## src/rtl/rr_hold_arbiter_pkg.sv

```systemverilog
// Shared types and default sizing for the round-robin hold arbiter.
package rr_hold_arbiter_pkg;

  // Arbiter FSM: IDLE arbitrates, BUSY holds a grant.
  typedef enum logic {
    IDLE = 1'b0,
    BUSY = 1'b1
  } state_e;

  // Default build: four requesters, eight-cycle hold limit.
  localparam int N_DEF        = 4;
  localparam int MAX_HOLD_DEF = 8;

  // Owner-index width and hold-counter width for the default build.
  localparam int IDW  = $clog2(N_DEF);
  localparam int CNTW = $clog2(MAX_HOLD_DEF + 1);

endpackage

```

## src/rtl/rr_hold_arbiter_pick.sv

```systemverilog
// Combinational round-robin winner search: first set req bit at or after ptr,
// wrapping modulo N. The request vector is doubled so the wrap becomes a plain
// LSB-first priority scan over the bits at or above ptr.
module rr_pick #(
  parameter int N  = 4,
  parameter int IW = $clog2(N)
) (
  input  logic [N-1:0]  req,
  input  logic [IW-1:0] ptr,
  output logic          any,
  output logic [IW-1:0] winner_idx,
  output logic [N-1:0]  winner_onehot
);

  logic [2*N-1:0] dbl;
  logic [2*N-1:0] mask;
  logic [2*N-1:0] masked;
  logic           found;

  // Masked double-width priority encode; the upper copy covers the wrap.
  always_comb begin
    dbl           = {req, req};
    mask          = {(2*N){1'b1}} << ptr;
    masked        = dbl & mask;
    any           = |req;
    found         = 1'b0;
    winner_idx    = '0;
    winner_onehot = '0;
    for (int i = 0; i < 2*N; i++) begin
      if (masked[i] && !found) begin
        found = 1'b1;
        if (i >= N) winner_idx = IW'(i - N);
        else        winner_idx = IW'(i);
      end
    end
    if (any) winner_onehot = N'(1) << winner_idx;
  end

endmodule

```

## src/rtl/rr_hold_arbiter.sv

```systemverilog
// Registered round-robin arbiter with hold-time preemption and owner lock.
// Handshake: req is a level; a requester owns the resource while its gnt bit
// is high and keeps it as long as req stays high, subject to the hold limit.
// Every change of owner passes through exactly one all-zero grant cycle.
module rr_hold_arbiter
  import rr_hold_arbiter_pkg::*;
#(
  parameter int N        = N_DEF,
  parameter int MAX_HOLD = MAX_HOLD_DEF
) (
  input  logic                 clk,
  input  logic                 reset,
  input  logic [N-1:0]         req,
  input  logic                 lock,
  output logic [N-1:0]         gnt,
  output logic [$clog2(N)-1:0] gnt_id,
  output logic                 busy,
  output logic                 preempt,
  output state_e               dbg_state
);

  localparam int IW = $clog2(N);
  localparam int CW = $clog2(MAX_HOLD + 1);

  state_e        state, state_n;
  logic [IW-1:0] ptr, ptr_n;
  logic [CW-1:0] cnt, cnt_n;
  logic [N-1:0]  gnt_n;
  logic [IW-1:0] gnt_id_n;
  logic          preempt_n;

  logic          any;
  logic [IW-1:0] win_idx;
  logic [N-1:0]  win_oh;
  logic          others;
  logic [IW-1:0] nxt_ptr;
  logic          at_limit;

  rr_pick #(.N(N), .IW(IW)) u_pick (
    .req           (req),
    .ptr           (ptr),
    .any           (any),
    .winner_idx    (win_idx),
    .winner_onehot (win_oh)
  );

  // State, pointer, counter and output registers; reset works mid-grant.
  always_ff @(posedge clk or negedge reset) begin
    if (!reset) begin
      state   <= IDLE;
      ptr     <= '0;
      cnt     <= '0;
      gnt     <= '0;
      gnt_id  <= '0;
      preempt <= 1'b0;
    end else begin
      state   <= state_n;
      ptr     <= ptr_n;
      cnt     <= cnt_n;
      gnt     <= gnt_n;
      gnt_id  <= gnt_id_n;
      preempt <= preempt_n;
    end
  end

  // Next-state logic: release beats preemption beats holding.
  always_comb begin
    state_n   = state;
    ptr_n     = ptr;
    cnt_n     = cnt;
    gnt_n     = gnt;
    gnt_id_n  = gnt_id;
    preempt_n = 1'b0;
    others    = |(req & ~gnt);
    at_limit  = (cnt == CW'(MAX_HOLD));
    nxt_ptr   = (gnt_id == IW'(N - 1)) ? '0 : gnt_id + IW'(1);
    case (state)
      IDLE: begin
        if (any) begin
          state_n  = BUSY;
          gnt_n    = win_oh;
          gnt_id_n = win_idx;
          cnt_n    = CW'(1);
        end
      end
      BUSY: begin
        if (!req[gnt_id] || (at_limit && others && !lock)) begin
          // Voluntary release or forced preemption; next search starts past the owner.
          state_n   = IDLE;
          gnt_n     = '0;
          gnt_id_n  = '0;
          cnt_n     = '0;
          ptr_n     = nxt_ptr;
          preempt_n = req[gnt_id];
        end else if (!at_limit) begin
          cnt_n = cnt + CW'(1);
        end
      end
      default: begin
        state_n = IDLE;
        gnt_n   = '0;
      end
    endcase
  end

  assign busy      = (state == BUSY);
  assign dbg_state = state;

endmodule

```

## config.mk

```make
export PLATFORM = sky130hd
export DESIGN_NAME = rr_hold_arbiter
export DESIGN_NICKNAME = d
export VERILOG_FILES = /design/src/rtl/rr_hold_arbiter_pkg.sv /design/src/rtl/rr_hold_arbiter_pick.sv /design/src/rtl/rr_hold_arbiter.sv
export SDC_FILE = /design/constraint.sdc
export NUM_CORES = 1
export LEC_CHECK = 0
export ABC_AREA = 1
export CAP_MARGIN = 0
export CORE_UTILIZATION = 46
export CTS_CLUSTER_DIAMETER = 30
export DETAILED_ROUTE_END_ITERATION = 8
export PLACE_DENSITY_LB_ADDON = 0.1
export SLEW_MARGIN = 40
export SYNTH_ARGS = -nofsm -noshare
export SYNTH_HDL_FRONTEND = slang
export SYNTH_HIERARCHICAL = 1
export SYNTH_SLANG_ARGS = --single-unit
```

## constraint.sdc

```tcl
create_clock -name clk -period 1.2 [get_ports clk]
set_input_delay 0.24 -clock clk [delete_from_list [all_inputs] [get_ports clk]]
set_output_delay 0.24 -clock clk [all_outputs]
set_load 0.01 [all_outputs]
```

==> results of run 1 <==
path summary, 6_finish.rpt:
kind	start	end	slack, ps
worst max-delay path	cnt[1]	gnt[1]	-180
worst min-delay path	reset	gnt_id[1]	250
worst max register to register	cnt[1]	gnt[1]	-180
worst min register to register	ptr[1]	ptr[1]	590
max in group asynchronous	reset	gnt_id[0]	760
min in group clk	req[1]	gnt_id[0]	580
registers in the layout, summed over array words and instances, names as in the netlist:
| signal | count |
|---|---|
| ptr | 2 |
| busy | 1 |
| preempt | 1 |
| cnt | 4 |
| gnt_id | 2 |
| gnt | 4 |
critical path: cells and delay by family, from the launching register on:
family          cells  cell delay, ps
simple gates        6             540
fa+ha+maj           1             140
buf+inv             1              80
flops               1             420
compound gates      1              80
synthesized netlist by cell type:
library cell,instances
a21oi_1,1
a21oi_2,2
buf_4,1
buf_6,1
clkinv_2,1
dfrtp_1,14
ha_1,3
inv_1,18
inv_2,2
nand2_1,46
nand2_2,2
nand2_4,2
nand3_1,14
nand4_1,4
nor2_1,15
nor2_2,1
nor3_1,2
o21ai_0,4
o21ai_1,1
o21ai_2,2
or2_0,1
or2_2,1
xnor2_1,1
xor2_1,1
cells by family after synthesis:
group,share of synthesized area
simple gates,0.405
flops,0.366
buf+inv,0.103
compound gates,0.0680
xor+xnor,0.0183
fa+ha+maj,0.0392
metrics by stage:
| stage | hold WS [ps] | cells | setup slack, ps |
|---|---|---|---|
| floorplan | -55.6 | 140 | -73.8 |
| finish | 250 | 216 | -177 |
| detailed placement | 551 | 204 | -486 |
| CTS | 255 | 215 | -161 |
| global route | 276 | 216 | -242 |
| global placement | 540 | 204 | -444 |
report_power, final:
| part | internal [mW] | switching (mW) |
|---|---|---|
| Sequential | 0.642 | 0.142 |
| Clock | 0.185 | 0.174 |
| Combinational | 0.991 | 1.30 |
| Total | 1.82 | 1.61 |
per-layer routing:
layer	routed length [µm]	up-vias
li1	-	544
met1	1280	523
met2	1440	43
met3	137	2
met4	10	0
met5	0	-
area by class of cell:
| class | instances | share of cell area |
|---|---|---|
| Clock buffer | 4 | 0.0235 |
| Inverter | 21 | 0.0559 |
| Multi-Input combinational cell | 104 | 0.435 |
| Sequential cell | 14 | 0.228 |
| Tap cell | 27 | 0.0219 |
| Timing Repair Buffer | 46 | 0.236 |
repair_timing:
item                                    4_1_cts  5_1_grt
cloned                                        1        0
gates resized for setup                      34       24
pin swaps                                     8        6
setup buffers                                 6        1
endpoints found under the setup margin       23       23
==> metrics.txt, run 1 <==
FP Rows 16; area delta synth->final 61.3%; Leakage 0.814 nW; final instance area 1540 µm²; area of the multi-input gates 672 µm²; Avg Synthesized Cell Area 6.84 µm²; synthesized flop and latch total 14; DRC Markers 0; total CTS buffers 3; post-detailed-route via-to-cell ratio 5.15; post-synthesis sequential area ratio 0.366; storage element area 352 µm²; pin count of the biggest net entering global routing 15; met2 GRT Util 0.479; antenna cells 0; crit path DAT 1560 ps; power consumption 3.43 mW; CTS root buffer clkbuf_4; GRT Overall Usage 0.284; fin crit period 1380 ps; pwr/cell area 2220 nW/µm²; clk_skew 6.00 ps; H-tree depth 1; maximum clock path buffer count 2; vias in the first global route 1023; Final GP Congestion 0.851; count of different cell masters after synthesis 24; Hold Path Class primary input to asynchronous set/reset pin; Final period util 1.15; iteration count of the initial detailed-routing pass 4; Hold-fix buffers, CTS 0; synthesized area 957 µm²; RSZ-0062 raised after global routing true; top cell type's share of synthesized area 0.366; met1 Use GR 0.366; synth top area cells dfrtp_1, nand2_1, nand3_1; fraction of layout cells with a size suffix above 1 0.434; Crit Path Class flip-flop to flip-flop; syn nets 150; CTS tree done; Reg clk slew, reported paths 100 ps; antenna violations before repair 0; Iter 0 DRT Violations 45; max-cap violations 0; Synth area leader dfrtp_1; NumNets Final 200; ANT nets after route 0; R2R cell count 9; Post-DP Area 1360 µm²; final worst-path setup slack -177 ps; max_slew headroom 0.836; YS warnings 6; commonest non-fill, non-tap cell in the layout nand2_1; Port-buffer cells 15; crit end category flip-flop; outcome complete, but fails checks; Post-Syn Instances 140; maximum vdd ir drop 1.49 mV; clock sink count 14; Max FO, Critical Path 5; starting density of the core 0.488; global routing's busiest layer met2; die height 47.6 µm; failing checks negative setup slack; first-pass GRT wire length 4370 µm; Slowest-stage cell, CP dfrtp_1; WL per Instance 13.3 µm; Die W 47.6 µm; Post-DP HPWL 1950 µm; final WL 2870 µm; I/O pin count 16; core area 1960 µm²; crit-path cells inv_2 -> ha_4 -> nand3_4 -> nor2_4 -> o21ai_4 -> nand2_4 -> nand2_8 -> nand3_2 -> nand2_1; CP peak stage delay 420 ps; setup violators final 15; grt met3 use 0.0566; die footprint 2270 µm²; fill cell total of the finished layout 140; worst slew pin tran 244 ps; Setup TNS Final -2030 ps; Skew-Pair Late Insertion Delay 290 ps; Required @ worst endpoint 1380 ps; CP Launch Type flip-flop; highest clock rate 726 MHz; commonest non-fill, non-tap cells in the layout nand2_1, buf_4, inv_1, dfrtp_1, nor2_1; hold violation count in the final report 0; fin. max-slew vios 0; gr ovfl total 0; DR vias 1112; Final Util 0.787
No activity file was read; power rests on OpenSTA's default activity.
==> run 2, diff against run 1 <==
- GPL_TIMING_DRIVEN: not set -> 0
==> run 2 against run 1 <==
Against the previous run:
- the run still ends with negative setup slack left
- register-to-register slack about the same
- core utilization decreased by 8.6 points
- highest routed layer unchanged
- sequential power increased by 2%
- global-route usage decreased by 3.6 points
- non-clock buffer count decreased by 16
- critical endpoint is now gnt_id[0]
- combinational power decreased by 10%
- clock skew decreased by 4.3 ps
- routed wire length decreased by 14%
- final cell count decreased by 7.4%
- sequential cell count unchanged
==> metrics.txt, run 2 (synthesis gave the netlist of run 1 again) <==
Required @ worst endpoint 1390 ps; Port-buffer cells 15; FP Rows 16; final WL 2480 µm; core area 1960 µm²; pin count of the biggest net entering global routing 15; worst slew pin tran 676 ps; R2R cell count 9; DR vias 1007; maximum vdd ir drop 1.32 mV; die footprint 2270 µm²; commonest non-fill, non-tap cell in the layout nand2_1; Seq pwr share 0.249; GRT Overall Usage 0.247; H-tree depth 1; DRC Markers 0; antenna cells 0; Die W 47.6 µm; fin. max-slew vios 0; hold violation count in the final report 0; Comb power frac 0.641; crit end category flip-flop; ANT nets after route 0; fraction of layout cells with a size suffix above 1 0.347; Setup TNS Final -1860 ps; max-cap violations 0; clock sink count 14; CTS root buffer clkbuf_4; outcome complete, but fails checks; CTS tree done; Switching Share 0.465; antenna violations before repair 0; Post-DP HPWL 1620 µm; commonest non-fill, non-tap cells in the layout nand2_1, inv_1, nor2_1, dfrtp_1, buf_4; clock network fraction of design power 0.110; die height 47.6 µm; area delta synth->final 43.7%; CP peak stage delay 400 ps; Reg clk slew, reported paths 90 ps; crit-path cells inv_2 -> ha_4 -> nand3_4 -> nor2_4 -> o21ai_4 -> nand2_4 -> nand2_4 -> nand3_2 -> nand2_1; vias in the first global route 853; pwr/cell area 2340 nW/µm²; starting density of the core 0.488; Iter 0 DRT Violations 25; net switching power 1.49 mW; Hold Path Class primary input to asynchronous set/reset pin; gr ovfl total 0; fin crit period 1380 ps; Final GP Congestion 0.854; I/O pin count 16; final worst-path setup slack -178 ps; setup violators final 14; CP Launch Type flip-flop; WL per Instance 12.4 µm; first-pass GRT wire length 3850 µm; Max FO, Critical Path 5; CP dominant cell by count nand2_4; crit path DAT 1570 ps; total CTS buffers 3; failing checks negative setup slack; Final period util 1.15; post-detailed-route via-to-cell ratio 5.04; Largest regs cnt x4, gnt x4; Leakage 0.727 nW; RSZ-0062 raised after global routing true; Skew-Pair Late Insertion Delay 290 ps; clk_skew 1.73 ps; worst hold slack 355 ps; highest clock rate 726 MHz; NumNets Final 184; maximum clock path buffer count 2; max_slew headroom 0.548; Crit Path Class flip-flop to flip-flop; Final Util 0.701; Slowest-stage cell, CP dfrtp_1; Hold-fix buffers, CTS 0; iteration count of the initial detailed-routing pass 4; power consumption 3.21 mW; internal power 1.72 mW
## run 2: worst max-delay path, delay by kind of cell (launching register included)
family | cells | cell delay (ps)
AO/OA/AOI/OAI | 1 | 80
flip-flops | 1 | 400
adder cells (fa/ha/maj) | 1 | 150
buffers and inverters | 1 | 80
AND/OR/NAND/NOR | 6 | 560
## run 2: final timing paths
| check | from | endpoint | slack [ps] |
|---|---|---|---|
| min | reset | gnt[3] | 360 |
| max reg2reg | cnt[0] | gnt_id[0] | -180 |
| max in group asynchronous | reset | gnt_id[0] | 380 |
| min in group clk | gnt[2] | gnt[2] | 540 |
| max | cnt[0] | gnt_id[0] | -180 |
| min reg2reg | gnt[2] | gnt[2] | 540 |
## run 2: metal layers
| metal | vias up | global-route usage | share of wire |
|---|---|---|---|
| met5 | - | 0 | 0 |
| met4 | 0 | 0.0833 | 0.015 |
| met3 | 5 | 0.0340 | 0.041 |
| met2 | 26 | 0.378 | 0.47 |
| met1 | 470 | 0.359 | 0.47 |
| li1 | 506 | - | - |
## run 2: power by group through the flow
stage | clock, mW | sequential (mW) | combinational (mW)
6_report | 0.353 | 0.801 | 2.06
5_1_grt | 0.387 | 0.826 | 2.27
4_1_cts | 0.358 | 0.789 | 1.95
3_5_place_dp | 0 | 0.861 | 1.56
3_3_place_gp | 0 | 0.848 | 1.52
2_1_floorplan | 0 | 0.867 | 1.05
## run 2: what timing repair did
item / 4_1_cts / 5_1_grt
buffers inserted: 10 / 2
pin swaps: 6 / 6
setup endpoints to repair: 22 / 22
gates resized for setup: 35 / 14
gates cloned: 2 / 0
## run 2: final cells by class
class                   count  area [µm²]
multi-input cells         104         621
well taps                  27        33.8
plain buffers               2        22.5
clock buffers               4        36.3
repair buffers             28         220
flip-flops and latches     14         353
inverters                  21        88.8
fillers                   183         587
## run 2: stage by stage
step	cell area (µm²)	instances	setup slack (ps)
after CTS	1350	198	-111
after floorplan	1020	140	-73.8
after global placement	1200	182	-703
final	1380	200	-178
after global routing	1380	200	-252
after detailed placement	1200	182	-720
==> run 3, diff against run 2 <==
--- a/config.mk
+++ b/config.mk
@@ -13,3 +13,3 @@
 export GPL_TIMING_DRIVEN = 0
-export PLACE_DENSITY_LB_ADDON = 0.1
+export PLACE_DENSITY = 0.73
 export SLEW_MARGIN = 40
==> constraint.sdc (replaced) <==
create_clock -name clk -period 1.2 [get_ports clk]
set_input_delay 0.18 -clock clk [delete_from_list [all_inputs] [get_ports clk]]
set_output_delay 0.18 -clock clk [all_outputs]
set_load 0.01 [all_outputs]
==> run 3 against run 2 <==
Against the previous run:
- the flow still finishes with violations (negative setup slack)
- routed wire length grew 24%
- combinational power grew 21%
- first-iteration DRC count grew to 2.9 times the previous value
- clock skew grew 1.9 ps
- via count grew 10%
- non-clock buffer count grew 6
==> metrics.txt, run 3 (synthesis gave the netlist of run 1 again) <==
outcome complete, but fails checks; failing checks negative setup slack; Levels on crit path 10; crit path to ptr[1]; first-pass GRT wire length 3940 µm; crit end category flip-flop; crit-path cells inv_2 -> ha_4 -> nand3_4 -> nor2_4 -> o21ai_4 -> nand2_4 -> nand2_8 -> inv_8 -> nand2_2 -> nand2_1; fin crit period 1380 ps; Leakage 0.788 nW; maximum vdd ir drop 1.47 mV; CP Launch Type flip-flop; Required @ worst endpoint 1420 ps; worst slew pin tran 647 ps; iteration count of the initial detailed-routing pass 4; antenna cells 0; GRT Overall Usage 0.254; reg2reg end ptr[1]; Iter 0 DRT Violations 72; ANT nets after route 0; CP Launch Point cnt[0]; H-tree depth 1; Crit Path Class flip-flop to flip-flop; WL per Instance 15.0 µm; clk_skew 3.62 ps; Reg clk slew, reported paths 90 ps; area of the multi-input gates 672 µm²; final instance area 1520 µm²; CTS root buffer clkbuf_4; vias in the first global route 895; R2R cell count 10; Max FO, Critical Path 5; Skew-Pair Late Insertion Delay 280 ps; CTS tree done; RSZ-0062 raised after global routing true; storage element area 355 µm²; Port-buffer cells 15; max_slew headroom 0.568; commonest non-fill, non-tap cell in the layout nand2_1; maximum clock path buffer count 2; highest clock rate 727 MHz; NumNets Final 190; final worst-path setup slack -176 ps; Die W 47.6 µm; register-to-register setup slack -180 ps; fraction of layout cells with a size suffix above 1 0.385; final WL 3080 µm; max-cap violations 0; Final Util 0.772; Post-DP Area 1200 µm²; hold violation count in the final report 0; pin count of the biggest net entering global routing 15; Final GP Congestion 0.900; DRC Markers 0; setup violators final 15; pwr/cell area 2420 nW/µm²; commonest non-fill, non-tap cells in the layout nand2_1, inv_1, buf_4, dlygate4sd2_1; total CTS buffers 3; Hold-fix buffers, CTS 0; fill cell total of the finished layout 143; I/O pin count 16; Placed Instances 182; gr ovfl total 0; Hold Path Class primary input to asynchronous set/reset pin; Largest regs cnt x4, gnt x4; core area 1960 µm²; area delta synth->final 58.3%; starting density of the core 0.488; die footprint 2270 µm²; reg2reg start cnt[0]; FP Rows 16; Post-DP HPWL 1740 µm; antenna violations before repair 0; die height 47.6 µm; crit path DAT 1600 ps; clock sink count 14; Final period util 1.15; final cell count without fillers 206; DR vias 1109; post-detailed-route via-to-cell ratio 5.38; Slowest-stage cell, CP dfrtp_1; CP bufs+invs 2; Largest delay share family, worst path simple AND/OR/NAND/NOR gates; CP peak stage delay 400 ps; fin. max-slew vios 0
run 3: changes by cell type in the layout (fill, tap and decap cells not counted), sizes merged:
cell,change
buf,+5
dlygate4sd2,+6
clkbuf,-5
run 3: repair_timing:
item                                    CTS  global route
resized for setup                        44            16
endpoints found under the setup margin   22            17
gates cloned                              1             0
setup buffers                            11             9
pin swaps                                17             3
run 3: cell type report:
type,instances,area share
multi-input combinational,104,0.443
sequential,14,0.235
timing repair buffer,35,0.208
inverter,21,0.0603
clock buffer,4,0.0239
tap,27,0.0223
buffer,1,0.00743
run 3: metal layers:
| metal | share of wire | up-vias | track usage |
|---|---|---|---|
| li1 | - | 517 | - |
| met4 | 0.026 | 0 | 0.133 |
| met5 | 0 | - | 0 |
| met3 | 0.079 | 10 | 0.0226 |
| met2 | 0.50 | 60 | 0.414 |
| met1 | 0.39 | 522 | 0.336 |
run 3: worst min-delay path by stage:
stage           start      end  cells past startpoint
3_5_place_dp   gnt[0]   gnt[0]                      2
2_1_floorplan   reset     busy                      0
4_1_cts         reset   ptr[0]                      1
6_report        reset   cnt[3]                      1
5_1_grt         reset  preempt                      1
3_3_place_gp   gnt[2]   gnt[2]                      2
run 3: power by group:
part	leakage, nW	internal [mW]	switching [mW]	total (mW)
Clock	0.0210	0.185	0.161	0.346
Sequential	0.177	0.651	0.172	0.823
Combinational	0.590	1.12	1.38	2.50
Total	0.788	1.95	1.71	3.67
run 3: stage by stage:
stage               setup slack, ps  total power, mW  hold WS, ps  setup TNS, ps
finish                         -176             3.67          290          -1960
global route                   -229             3.86          337          -2820
CTS                            -125             3.23          311          -1220
floorplan                     -73.8             1.92         -116           -720
global placement               -651             2.37          524          -7100
detailed placement             -697             2.43          534          -7540
